<file path="config.mk">
export PLATFORM = sky130hd
export DESIGN_NAME = branch_issue_sched
export DESIGN_NICKNAME = d
export VERILOG_FILES = /design/src/rtl/branch_issue_sched.sv
export SDC_FILE = /design/constraint.sdc
export NUM_CORES = 1
export LEC_CHECK = 0
export CORE_MARGIN = 5
export CORE_UTILIZATION = 25
export DETAILED_ROUTE_END_ITERATION = 7
export DONT_BUFFER_PORTS = 1
export HOLD_SLACK_MARGIN = 0.08
export PLACE_DENSITY = 0.46
export SLEW_MARGIN = 20
export SYNTH_ARGS = -nofsm -noshare
export SYNTH_HDL_FRONTEND = slang
export SYNTH_SLANG_ARGS = --single-unit
</file>
<file path="constraint.sdc">
create_clock -name clock -period 34.8 [get_ports clock]
set_input_delay 5.22 -clock clock [delete_from_list [all_inputs] [get_ports clock]]
set_output_delay 5.22 -clock clock [all_outputs]
set_load 0.005 [all_outputs]
</file>
<file path="src/rtl/branch_issue_sched.sv">
// branch_issue_sched: oldest-ready branch scheduler with CDB wakeup, grant-tracked unit occupancy and mispredict squash (dispatch in, issue to branch unit out)
module branch_issue_sched #(
  parameter int RS_DEPTH = 4,
  parameter int ROB_LEN = 5,
  parameter int PRF_LEN = 6,
  parameter int PKT_W = 128
) (
  input  logic               clock,
  input  logic               reset,
  input  logic               disp_valid,
  input  logic [PKT_W-1:0]   disp_pkt,
  input  logic [ROB_LEN-1:0] disp_rob_idx,
  input  logic [PRF_LEN-1:0] disp_opa_preg,
  input  logic [PRF_LEN-1:0] disp_opb_preg,
  input  logic               disp_opa_ready,
  input  logic               disp_opb_ready,
  output logic               rs_full,
  input  logic               cdb_valid,
  input  logic [PRF_LEN-1:0] cdb_preg_idx,
  input  logic [ROB_LEN-1:0] rob_head_idx,
  output logic               issue_valid,
  output logic [PKT_W-1:0]   issue_pkt,
  output logic [ROB_LEN-1:0] issue_rob_idx,
  input  logic               cdb_grant_br,
  output logic               unit_busy,
  input  logic               mispred_valid,
  input  logic [ROB_LEN-1:0] mispred_rob_idx
);
  localparam int IW = $clog2(RS_DEPTH);
  logic [RS_DEPTH-1:0] valid, opa_rdy, opb_rdy;
  logic [PRF_LEN-1:0] opa_preg [RS_DEPTH];
  logic [PRF_LEN-1:0] opb_preg [RS_DEPTH];
  logic [ROB_LEN-1:0] rob_idx [RS_DEPTH];
  logic [PKT_W-1:0] pkt [RS_DEPTH];
  logic [ROB_LEN-1:0] age [RS_DEPTH];
  logic [ROB_LEN-1:0] best_age, mis_age;
  logic [IW-1:0] free_idx, sel_idx;
  logic have_cand, issue_go, disp_go;
  assign rs_full = &valid;
  assign mis_age = mispred_rob_idx - rob_head_idx;
  assign issue_go = have_cand && (!unit_busy || cdb_grant_br) && !mispred_valid;
  assign disp_go = disp_valid && !rs_full && !mispred_valid;
  always_comb begin
    free_idx = '0;
    have_cand = 1'b0;
    sel_idx = '0;
    best_age = '0;
    for (int i = 0; i < RS_DEPTH; i++) age[i] = rob_idx[i] - rob_head_idx;
    for (int i = RS_DEPTH - 1; i >= 0; i--) free_idx = valid[i] ? free_idx : IW'(i);
    for (int i = 0; i < RS_DEPTH; i++)
      if (valid[i] && opa_rdy[i] && opb_rdy[i] && (!have_cand || age[i] < best_age)) begin
        have_cand = 1'b1;
        sel_idx = IW'(i);
        best_age = age[i];
      end
  end
  always_ff @(posedge clock) begin
    if (reset) begin
      valid <= '0;
      opa_rdy <= '0;
      opb_rdy <= '0;
      issue_valid <= 1'b0;
      issue_pkt <= '0;
      issue_rob_idx <= '0;
      unit_busy <= 1'b0;
    end else begin
      issue_valid <= issue_go;
      unit_busy <= issue_go ? 1'b1 : (mispred_valid || cdb_grant_br) ? 1'b0 : unit_busy;
      if (issue_go) begin
        issue_pkt <= pkt[sel_idx];
        issue_rob_idx <= rob_idx[sel_idx];
      end
      for (int i = 0; i < RS_DEPTH; i++) begin
        if (cdb_valid && opa_preg[i] == cdb_preg_idx) opa_rdy[i] <= 1'b1;
        if (cdb_valid && opb_preg[i] == cdb_preg_idx) opb_rdy[i] <= 1'b1;
        if ((issue_go && sel_idx == IW'(i)) || (mispred_valid && age[i] > mis_age)) valid[i] <= 1'b0;
        if (disp_go && free_idx == IW'(i)) begin
          valid[i] <= 1'b1;
          opa_rdy[i] <= disp_opa_ready || (cdb_valid && cdb_preg_idx == disp_opa_preg);
          opb_rdy[i] <= disp_opb_ready || (cdb_valid && cdb_preg_idx == disp_opb_preg);
          opa_preg[i] <= disp_opa_preg;
          opb_preg[i] <= disp_opb_preg;
          rob_idx[i] <= disp_rob_idx;
          pkt[i] <= disp_pkt;
        end
      end
    end
  end
endmodule

</file>
==> results of run 1 <==
[cells in the mapped netlist (2+ instances only)]
library cell	number
a211oi_1	10
a21o_1	103
a21oi_1	24
a221o_1	42
a311oi_1	91
and2_1	90
and3_1	2
buf_1	6
buf_2	37
buf_4	9
buf_8	4
clkbuf_1	54
dfxtp_1	147
edfxtp_1	580
fa_1	5
ha_1	50
inv_1	18
mux2i_1	133
nand2_1	240
nand2b_1	5
nand3_1	9
nand4_1	15
nor2_1	106
nor2_2	2
nor2b_1	3
nor3_1	12
nor4_1	10
o21a_1	10
o21ai_0	11
o21ai_1	42
o221ai_1	4
or3_1	2
xnor2_1	44
xor2_1	38
[worst max-delay path by stage]
| stage | to | from | cells after the start | slack [ns] |
|---|---|---|---|---|
| after floorplan | opa_preg[0][0] | reset | 4 | 18.25 |
| after global placement | issue_pkt[2] | rob_head_idx[1] | 29 | 20.30 |
| after detailed placement | issue_rob_idx[1] | rob_head_idx[1] | 29 | 20.10 |
| after CTS | issue_rob_idx[0] | rob_head_idx[1] | 29 | 20.84 |
| after global routing | issue_pkt[25] | rob_head_idx[1] | 30 | 20.26 |
| final | issue_pkt[7] | rob_head_idx[1] | 29 | 20.95 |
[state kept, by name (all words and copies together) (netlist names)]
register / flops
issue_pkt: 128
issue_rob_idx: 5
issue_valid: 1
opa_preg: 24
opa_rdy: 4
opb_preg: 24
opb_rdy: 4
pkt: 512
rob_idx: 20
unit_busy: 1
valid: 4
[per-layer routing]
metal	global-route usage	part of all wire	vias to the layer above
met3	0.0603	0.099	135
met4	0.0419	0.031	2
met1	0.146	0.40	8200
met5	0	0.00020	-
li1	-	-	7507
met2	0.217	0.47	416
[area by class of cell]
| type | count | area [um2] |
|---|---|---|
| antenna | 4 | 10.0 |
| clock buffer | 112 | 2320 |
| clock inverter | 46 | 583 |
| fill | 11400 | 81100 |
| inverter | 19 | 71.3 |
| multi-input combinational | 1133 | 7970 |
| sequential | 727 | 20400 |
| tap | 1512 | 1890 |
| timing repair buffer | 27 | 203 |
[where the power goes]
group | switching (mW) | leakage (nW) | internal, mW
clock | 0.352 | 1.41 | 0.561
combinational | 0.0294 | 4.22 | 0.0202
sequential | 0.00300 | 6.42 | 0.947
total | 0.384 | 12.1 | 1.53
[metrics by stage]
step / utilization / power, mW / cells / setup slack, ns / cell area (um2)
final: 0.292 / 1.91 / 3580 / 20.95 / 33400
after global routing: 0.292 / 1.98 / 3576 / 20.26 / 33400
after detailed placement: 0.266 / 1.02 / 3418 / 20.10 / 30500
after global placement: 0.266 / 1.02 / 3418 / 20.30 / 30500
after floorplan: - / 1.01 / 1991 / 18.25 / 28900
after CTS: 0.292 / 1.94 / 3576 / 20.84 / 33400
[worst max-delay path, delay by kind of cell]
kind / cells / cell delay (ns)
XOR/XNOR: 1 / 0.17
AO/OA/AOI/OAI: 14 / 4.01
buffers and inverters: 4 / 2.44
AND/OR/NAND/NOR: 5 / 0.71
multiplexers: 1 / 0.17
adder cells (fa/ha/maj): 4 / 1.52
[kinds of logic (layout without fill, tap and decap cells)]
logic type / after synthesis / count (layout) / synth area share
xor gates and xnor gates: 82 / 82 / 0.0249
DFF: 727 / 727 / 0.705
other: 0 / 4 / 0
AOI/OAI and AO/OA: 358 / 358 / 0.0969
buffers and inverters: 131 / 204 / 0.0218
and+or+nand+nor: 504 / 504 / 0.0794
muxes: 134 / 134 / 0.0466
adders and majority gates: 55 / 55 / 0.0251
==> flow_summary.json, run 1 <==
{
  "run_status": "complete, no violations",
  "fin_nets": 2217,
  "synth.largest_area_cell": "edfxtp_1",
  "relSlewSlack": 0.271,
  "dr.pass1.iters": 5,
  "hold_end": "issue_pkt[88]",
  "ys_async_sr_fraction": 0,
  "cp.arrival_ns": 14.39,
  "hold_slack_ns": 0.465,
  "syn-cell-area_um2": 28900,
  "crit_slowest_cell": "buf_4",
  "r2r_start": "rob_idx[0][0]",
  "yosysTopAreaCellShare": 0.603,
  "tns_ns": 0,
  "worstHoldStart": "pkt[3][88]",
  "ant_nets": 0,
  "ys.warnings.count": 0,
  "layout_min_cycle_time_ns": 13.85,
  "die_h_um": 350,
  "holdBufCountCts": 0,
  "core_um2": 115000,
  "die_area_um2": 122000,
  "final_common_cell": "edfxtp_1",
  "worstMarginPinSlew_ns": 1.09,
  "first_global_vias": 17100,
  "cts_tree": "yes",
  "synthFlopType": "edfxtp_1",
  "syn-instance-count": 1991,
  "drive_gt1_frac": 0.0901,
  "routed_wl_mm": 80.7,
  "wl_per_cell_um": 22.5,
  "yosysSeqAreaShare": 0.705,
  "synth_area_leaders": "edfxtp_1 (60%), dfxtp_1 (10%), mux2i_1 (4.6%)",
  "synth_edf_count": 580,
  "grt_antenna_before_repair": 2,
  "power.density_nw_per_um2": 57.2,
  "r2r_slack_ns": 25.20,
  "cts_buffers": 85,
  "grt_remaining_overflow": 0,
  "hold_viol_final": 0,
  "required_ns": 35.33,
  "ctsLongestPathBuffers": 3,
  "ctsHtreeMaxLevel": 3,
  "power.leakage_nw": 12.1,
  "skew_ns": 0.0161,
  "maxCapViolCount": 0,
  "cp-end-kind": "flip-flop",
  "fin_crit_sh": 0.398,
  "slew_violations": 0,
  "cts.reportedPaths.clkPinSlew_ns": 0.06,
  "io_pins": 305,
  "rsz0062_at_grt": "false",
  "crit_type": "in -> reg",
  "post_cts_buffers": 0,
  "cts-root-buf": "clkbuf_16",
  "start_util": 0.252,
  "die_w_um": 350,
  "vias": 16300,
  "final_cell_mix": "edfxtp_1 (580), nand2_1 (239), dfxtp_1 (147)",
  "startpoint_type": "primary input",
  "dp_hpwl_mm": 48.2,
  "fp-row-count": 124,
  "grt_usage": 0.129,
  "whs_path_depth": 1,
  "worst_r2r_endpoint": "issue_pkt[7]",
  "portBuffers": 0,
  "area_growth_pct": 15.7,
  "grt_pass1_wl_mm": 117,
  "slowest_delay_ns": 0.91,
  "gp_congestion": 0.806,
  "grt_max_degree": 112,
  "cts-resized-gates": 0,
  "drt-initial-drc-count": 823,
  "fmax_mhz": 72.2,
  "ir_drop_mv": 0.0379,
  "synth_seq_cells": 727,
  "r2r_cells": 31,
  "vias_per_cell": 4.54,
  "clkSinkCount": 727,
  "postSynthAreaPerCell_um2": 14.5,
  "drc_errors": 0,
  "hold_path.class": "reg -> reg",
  "setup_viol": 0,
  "clkLatencyLatePin_ns": 0.64,
  "crit_top_cell": "nand2_1",
  "cp_max_fo": 50,
  "synthesis.nets": 2215,
  "synth_cell_types": 67
}
(Power assumes the default switching activity.)
==> run 2: changes to the inputs <==
==> constraint.sdc (replaced) <==
create_clock -name clock -period 14.1 [get_ports clock]
set_input_delay 2.115 -clock clock [delete_from_list [all_inputs] [get_ports clock]]
set_output_delay 2.115 -clock clock [all_outputs]
set_load 0.005 [all_outputs]
==> run 2 against run 1 <==
Against the previous run: flip-flop and latch count unchanged; wire length up 1.1%; sequential share of layout area down 0.071 points; first-iteration DRC count up 23%; critical path depth down 1; critical endpoint is now issue_pkt[26]; largest power group unchanged.
==> flow_summary.json, run 2 (synthesis results as in run 1) <==
{
  "die_w_um": 350,
  "worst_r2r_endpoint": "issue_pkt[26]",
  "n_fill_cell": 11400,
  "fmax_mhz": 105,
  "startpoint": "rob_head_idx[1]",
  "top_register": "pkt",
  "grt_antenna_before_repair": 2,
  "area_growth_pct": 15.9,
  "cts.reportedPaths.clkPinSlew_ns": 0.06,
  "die_area_um2": 122000,
  "largestRegisters": "pkt x512, issue_pkt x128",
  "post_cts_buffers": 0,
  "required_ns": 14.62,
  "cp_max_fo": 78,
  "setup_ws_ns": 4.56,
  "ant_nets": 0,
  "r2r_cells": 30,
  "relSlewSlack": 0.257,
  "hold_path.class": "reg -> reg",
  "clkLatencyLatePin_ns": 0.64,
  "cp-end-kind": "flip-flop",
  "drive_gt1_frac": 0.0873,
  "cts-resized-gates": 0,
  "drc_errors": 0,
  "clkSinkCount": 727,
  "fin_nets": 2214,
  "first_global_vias": 17100,
  "die_h_um": 350,
  "grt_usage": 0.130,
  "grt_max_degree": 186,
  "fp-row-count": 124,
  "hold_viol_final": 0,
  "final_cell_mix": "edfxtp_1 (580), nand2_1 (239), dfxtp_1 (147)",
  "grt_remaining_overflow": 0,
  "ctsLongestPathBuffers": 3,
  "portBuffers": 0,
  "dp_hpwl_mm": 47.5,
  "layout_min_cycle_time_ns": 9.54,
  "cts_buffers": 85,
  "grt_pass1_wl_mm": 117,
  "power.density_nw_per_um2": 142,
  "maxCapViolCount": 0,
  "cp.arrival_ns": 10.07,
  "routed_wl_mm": 81.6,
  "cts-root-buf": "clkbuf_16",
  "fin_crit_sh": 0.677,
  "pre_cts_ws_ns": 3.89,
  "core_um2": 115000,
  "io_pins": 305,
  "worstSetupEndpoint": "issue_pkt[26]",
  "dr.pass1.iters": 5,
  "r2r_start": "rob_idx[0][0]",
  "gp_congestion": 0.798,
  "start_util": 0.252,
  "vias": 16200,
  "power.leakage_nw": 12.1,
  "run_status": "complete, no violations",
  "skew_ns": 0.0214,
  "cts_tree": "yes",
  "largest_register_ffs": 512,
  "wl_per_cell_um": 22.8,
  "slew_violations": 0,
  "setup_viol": 0,
  "ir_drop_mv": 0.102,
  "ctsHtreeMaxLevel": 3,
  "drt-initial-drc-count": 1013,
  "holdBufCountCts": 0,
  "vias_per_cell": 4.52,
  "final_common_cell": "edfxtp_1",
  "worstMarginPinSlew_ns": 1.11,
  "tns_ns": 0,
  "r2r_slack_ns": 5.66,
  "startpoint_type": "primary input",
  "crit_type": "in -> reg",
  "rsz0062_at_grt": "false"
}
==> run 2: changes by cell type in the layout (fill, tap and decap cells not counted), moves of 2 or more <==
cell,change
clkinv_4,-3
clkinv_8,-2
clkbuf_8,+5
buf_4,-7
clkinv_2,-3
buf_12,+2
clkbuf_1,+3
==> run 2: layout make-up <==
type | instances | area (um2) | share of cell area
Timing Repair Buffer | 24 | 229 | 0.00685
Inverter | 19 | 71.3 | 0.00213
Tap cell | 1512 | 1890 | 0.0566
Sequential cell | 727 | 20400 | 0.609
Multi-Input combinational cell | 1133 | 7970 | 0.238
Clock inverter | 39 | 504 | 0.0151
Antenna cell | 5 | 12.5 | 0.000374
Clock buffer | 120 | 2400 | 0.0718
==> run 2: how the worst min path moves through the flow <==
stage	slack [ns]	to	startpoint	depth (start not counted)
floorplan	0.45	issue_pkt[73]	pkt[2][73]	1
global placement	0.45	issue_pkt[86]	pkt[3][86]	1
detailed placement	0.46	issue_pkt[100]	pkt[2][100]	1
CTS	0.45	issue_pkt[88]	pkt[3][88]	1
global route	0.46	issue_pkt[99]	pkt[3][99]	1
finish	0.46	issue_pkt[88]	pkt[3][88]	1
==> run 2: power breakdown <==
part           internal [mW]  total (mW)  switching [mW]
registers               2.34        2.35         0.00727
clock network           1.39        2.27           0.877
logic                 0.0496       0.122          0.0720
total                   3.78        4.74           0.957
==> run 2: per-stage QoR <==
| stage | cells | total power [mW] | util | cell area [um2] | hold slack (ns) |
|---|---|---|---|---|---|
| 2_1_floorplan | 1991 | 2.49 | - | 28900 | 0.448 |
| 3_3_place_gp | 3414 | 2.51 | 0.266 | 30500 | 0.450 |
| 3_5_place_dp | 3414 | 2.51 | 0.266 | 30500 | 0.456 |
| 4_1_cts | 3573 | 4.81 | 0.292 | 33400 | 0.452 |
| 5_1_grt | 3574 | 4.92 | 0.292 | 33400 | 0.461 |
| 6_report | 3579 | 4.74 | 0.292 | 33400 | 0.464 |
==> run 2: worst max-delay path: stages <==
cell,delay (ns)
inv_1,0.19
fa_1,0.52
a21o_1,0.17
a21oi_1,0.18
xnor2_1,0.17
nand2_1,0.12
ha_1,0.35
a21oi_1,0.25
o211ai_1,0.23
o21ai_4,0.75
nand2_1,0.12
o21a_1,0.15
ha_1,0.32
o21ai_0,0.23
o21bai_1,0.14
or2_1,0.31
o21bai_4,0.56
nand2_1,0.15
o21a_1,0.14
ha_1,0.31
nand2_1,0.06
o21ai_1,0.26
o22ai_2,0.18
nor2_2,0.35
o2bb2ai_4,0.45
buf_12,0.63
mux2i_1,0.17
a311oi_1,0.33
==> run 2: per-layer routing <==
layer,up-vias,routed length (um),track usage
met1,8202,32800,0.149
li1,7500,-,-
met4,2,2650,0.0462
met5,-,20,0
met3,124,7650,0.0564
met2,366,38400,0.216
==> run 3: changes to the inputs <==
--- a/config.mk
+++ b/config.mk
@@ -10,7 +10,7 @@
 export DETAILED_ROUTE_END_ITERATION = 7
 export DONT_BUFFER_PORTS = 1
 export HOLD_SLACK_MARGIN = 0.08
-export PLACE_DENSITY = 0.46
+export PLACE_DENSITY = 0.48
 export SLEW_MARGIN = 20
 export SYNTH_ARGS = -nofsm -noshare
 export SYNTH_HDL_FRONTEND = slang
==> constraint.sdc (replaced) <==
create_clock -name clock -period 8.6 [get_ports clock]
set_input_delay 1.29 -clock clock [delete_from_list [all_inputs] [get_ports clock]]
set_output_delay 1.29 -clock clock [all_outputs]
set_load 0.005 [all_outputs]
==> run 3 against run 2 <==
Against the previous run: non-clock buffer count up 6; hold slack better by 0.0033 ns; worst setup slack worse by 3.2 ns; critical path depth down 1; final area up 0.12%; sequential share of layout area down 0.073 points; core utilization about the same; sequential power up 64%.
==> flow_summary.json, run 3 (synthesis results as in run 1) <==
{
  "run_status": "complete, no violations",
  "whs_path_depth": 1,
  "ctsHtreeMaxLevel": 3,
  "die_h_um": 350,
  "required_ns": 9.05,
  "gp_congestion": 0.784,
  "cts.reportedPaths.clkPinSlew_ns": 0.06,
  "cts_tree": "yes",
  "cts_buffers": 82,
  "top_layer_used": "met4",
  "post_cts_buffers": 0,
  "crit_type": "in -> reg",
  "grt_max_degree": 187,
  "met3WireLength_mm": 7.69,
  "routed_wl_mm": 80.3,
  "wl_met1_mm": 31.7,
  "cp_max_fo": 44,
  "dpl-instance-area_um2": 30700,
  "ctsLongestPathBuffers": 3,
  "largestRegisters": "pkt x512, issue_pkt x128",
  "layout_min_cycle_time_ns": 7.29,
  "rsz0062_at_grt": "false",
  "maxCapViolCount": 0,
  "cp.arrival_ns": 7.73,
  "io_pins": 305,
  "fin_crit_sh": 0.847,
  "final_common_cell": "edfxtp_1",
  "grt_antenna_before_repair": 2,
  "r2r_cells": 29,
  "cp-end-kind": "flip-flop",
  "power.density_nw_per_um2": 226,
  "hold_slack_ns": 0.467,
  "grt_remaining_overflow": 0,
  "clkLatencyLatePin_ns": 0.66,
  "power.leakage_nw": 12.1,
  "hold_viol_final": 0,
  "grt_pass1_wl_mm": 116,
  "drive_gt1_frac": 0.0878,
  "fp-row-count": 124,
  "holdBufCountCts": 0,
  "setup_viol": 0,
  "vias_per_cell": 4.57,
  "top_register": "pkt",
  "fin_cells": 3583,
  "n_fill_cell": 11400,
  "dp_hpwl_mm": 46.4,
  "die_w_um": 350,
  "ant_nets": 0,
  "grt_usage": 0.128,
  "final_cell_area_um2": 33500,
  "startpoint_type": "primary input",
  "largest_register_ffs": 512,
  "drc_errors": 0,
  "hold_path.class": "reg -> reg",
  "ir_drop_mv": 0.139,
  "final_cell_mix": "edfxtp_1 (580), nand2_1 (239), dfxtp_1 (147)",
  "core_um2": 115000,
  "routed-wl-met2_mm": 39.4,
  "cts-root-buf": "clkbuf_16",
  "worstMarginPinSlew_ns": 1.09,
  "power_mw": 7.55,
  "setup_ws_ns": 1.31,
  "placed_cells": 3421,
  "slew_violations": 0,
  "fmax_mhz": 137,
  "fin_nets": 2217,
  "area_growth_pct": 16.0,
  "vias": 16400,
  "portBuffers": 0,
  "pre_cts_ws_ns": 0.746,
  "skew_ns": 0.0341,
  "cts-resized-gates": 0,
  "start_util": 0.252,
  "clkSinkCount": 727,
  "drt-initial-drc-count": 858,
  "dr.pass1.iters": 5,
  "relSlewSlack": 0.271,
  "wl_per_cell_um": 22.4,
  "die_area_um2": 122000,
  "first_global_vias": 17200
}
-- run 3: cell types whose count changed in the layout (fill, tap and decap cells not counted), sizes merged --
cell	previous run	this run
bufinv	11	5
clkbuf	120	119
buf	24	30
clkinv	19	24
diode	5	9
inv	25	23
clkinvlp	3	1
-- run 3: area by class of cell --
class                      instances  area (um2)  area share
tap                             1512        1890      0.0565
inverter                          19        71.3     0.00213
clock inverter                    34         443      0.0132
antenna                            9        22.5    0.000673
multi-input combinational       1133        7970       0.238
sequential                       727       20400       0.608
clock buffer                     119        2320      0.0693
timing repair buffer              30         403      0.0120
-- run 3: per-stage QoR --
| step | util | setup TNS [ns] |
|---|---|---|
| 5_1_grt | 0.292 | 0 |
| 6_report | 0.292 | 0 |
| 4_1_cts | 0.292 | 0 |
| 3_3_place_gp | 0.268 | 0 |
| 2_1_floorplan | - | -4.66 |
| 3_5_place_dp | 0.268 | 0 |
-- run 3: routing by layer --
metal | track usage | vias up
li1 | - | 7497
met1 | 0.145 | 8357
met2 | 0.221 | 434
met3 | 0.0559 | 93
met4 | 0.0364 | 0
met5 | 0 | -
-- run 3: final timing paths --
| kind | startpoint | end | slack, ns |
|---|---|---|---|
| hold reg to reg | pkt[2][90] | issue_pkt[90] | 0.47 |
| hold / removal | pkt[2][90] | issue_pkt[90] | 0.47 |
| setup reg to reg | rob_idx[0][0] | issue_pkt[8] | 1.59 |
| setup / recovery | rob_head_idx[1] | issue_pkt[8] | 1.31 |
-- run 3: critical path, stage by stage --
cell and delay, ns:
inv_1 0.21, fa_1 0.53, a21o_1 0.17, a21oi_1 0.18
xnor2_1 0.17, nand2_1 0.11, ha_1 0.35, a21oi_1 0.24
o211ai_1 0.23, o21a_4 0.28, o21ai_0 0.33, ha_1 0.33
a211oi_2 0.25, o21bai_1 0.14, or2_1 0.31, o21bai_4 0.25
nand2_1 0.08, o21a_1 0.12, ha_1 0.32, nand2_1 0.07
o21ai_1 0.27, o22ai_2 0.18, nor2_2 0.29, o2bb2ai_4 0.22
buf_12 0.37, mux2i_1 0.26, a311oi_1 0.11
-- run 3: where the power goes --
group          total, mW  switching (mW)  internal (mW)
registers           3.85          0.0123           3.83
logic              0.199           0.117         0.0820
clock network       3.51            1.45           2.06
total               7.55            1.58           5.97
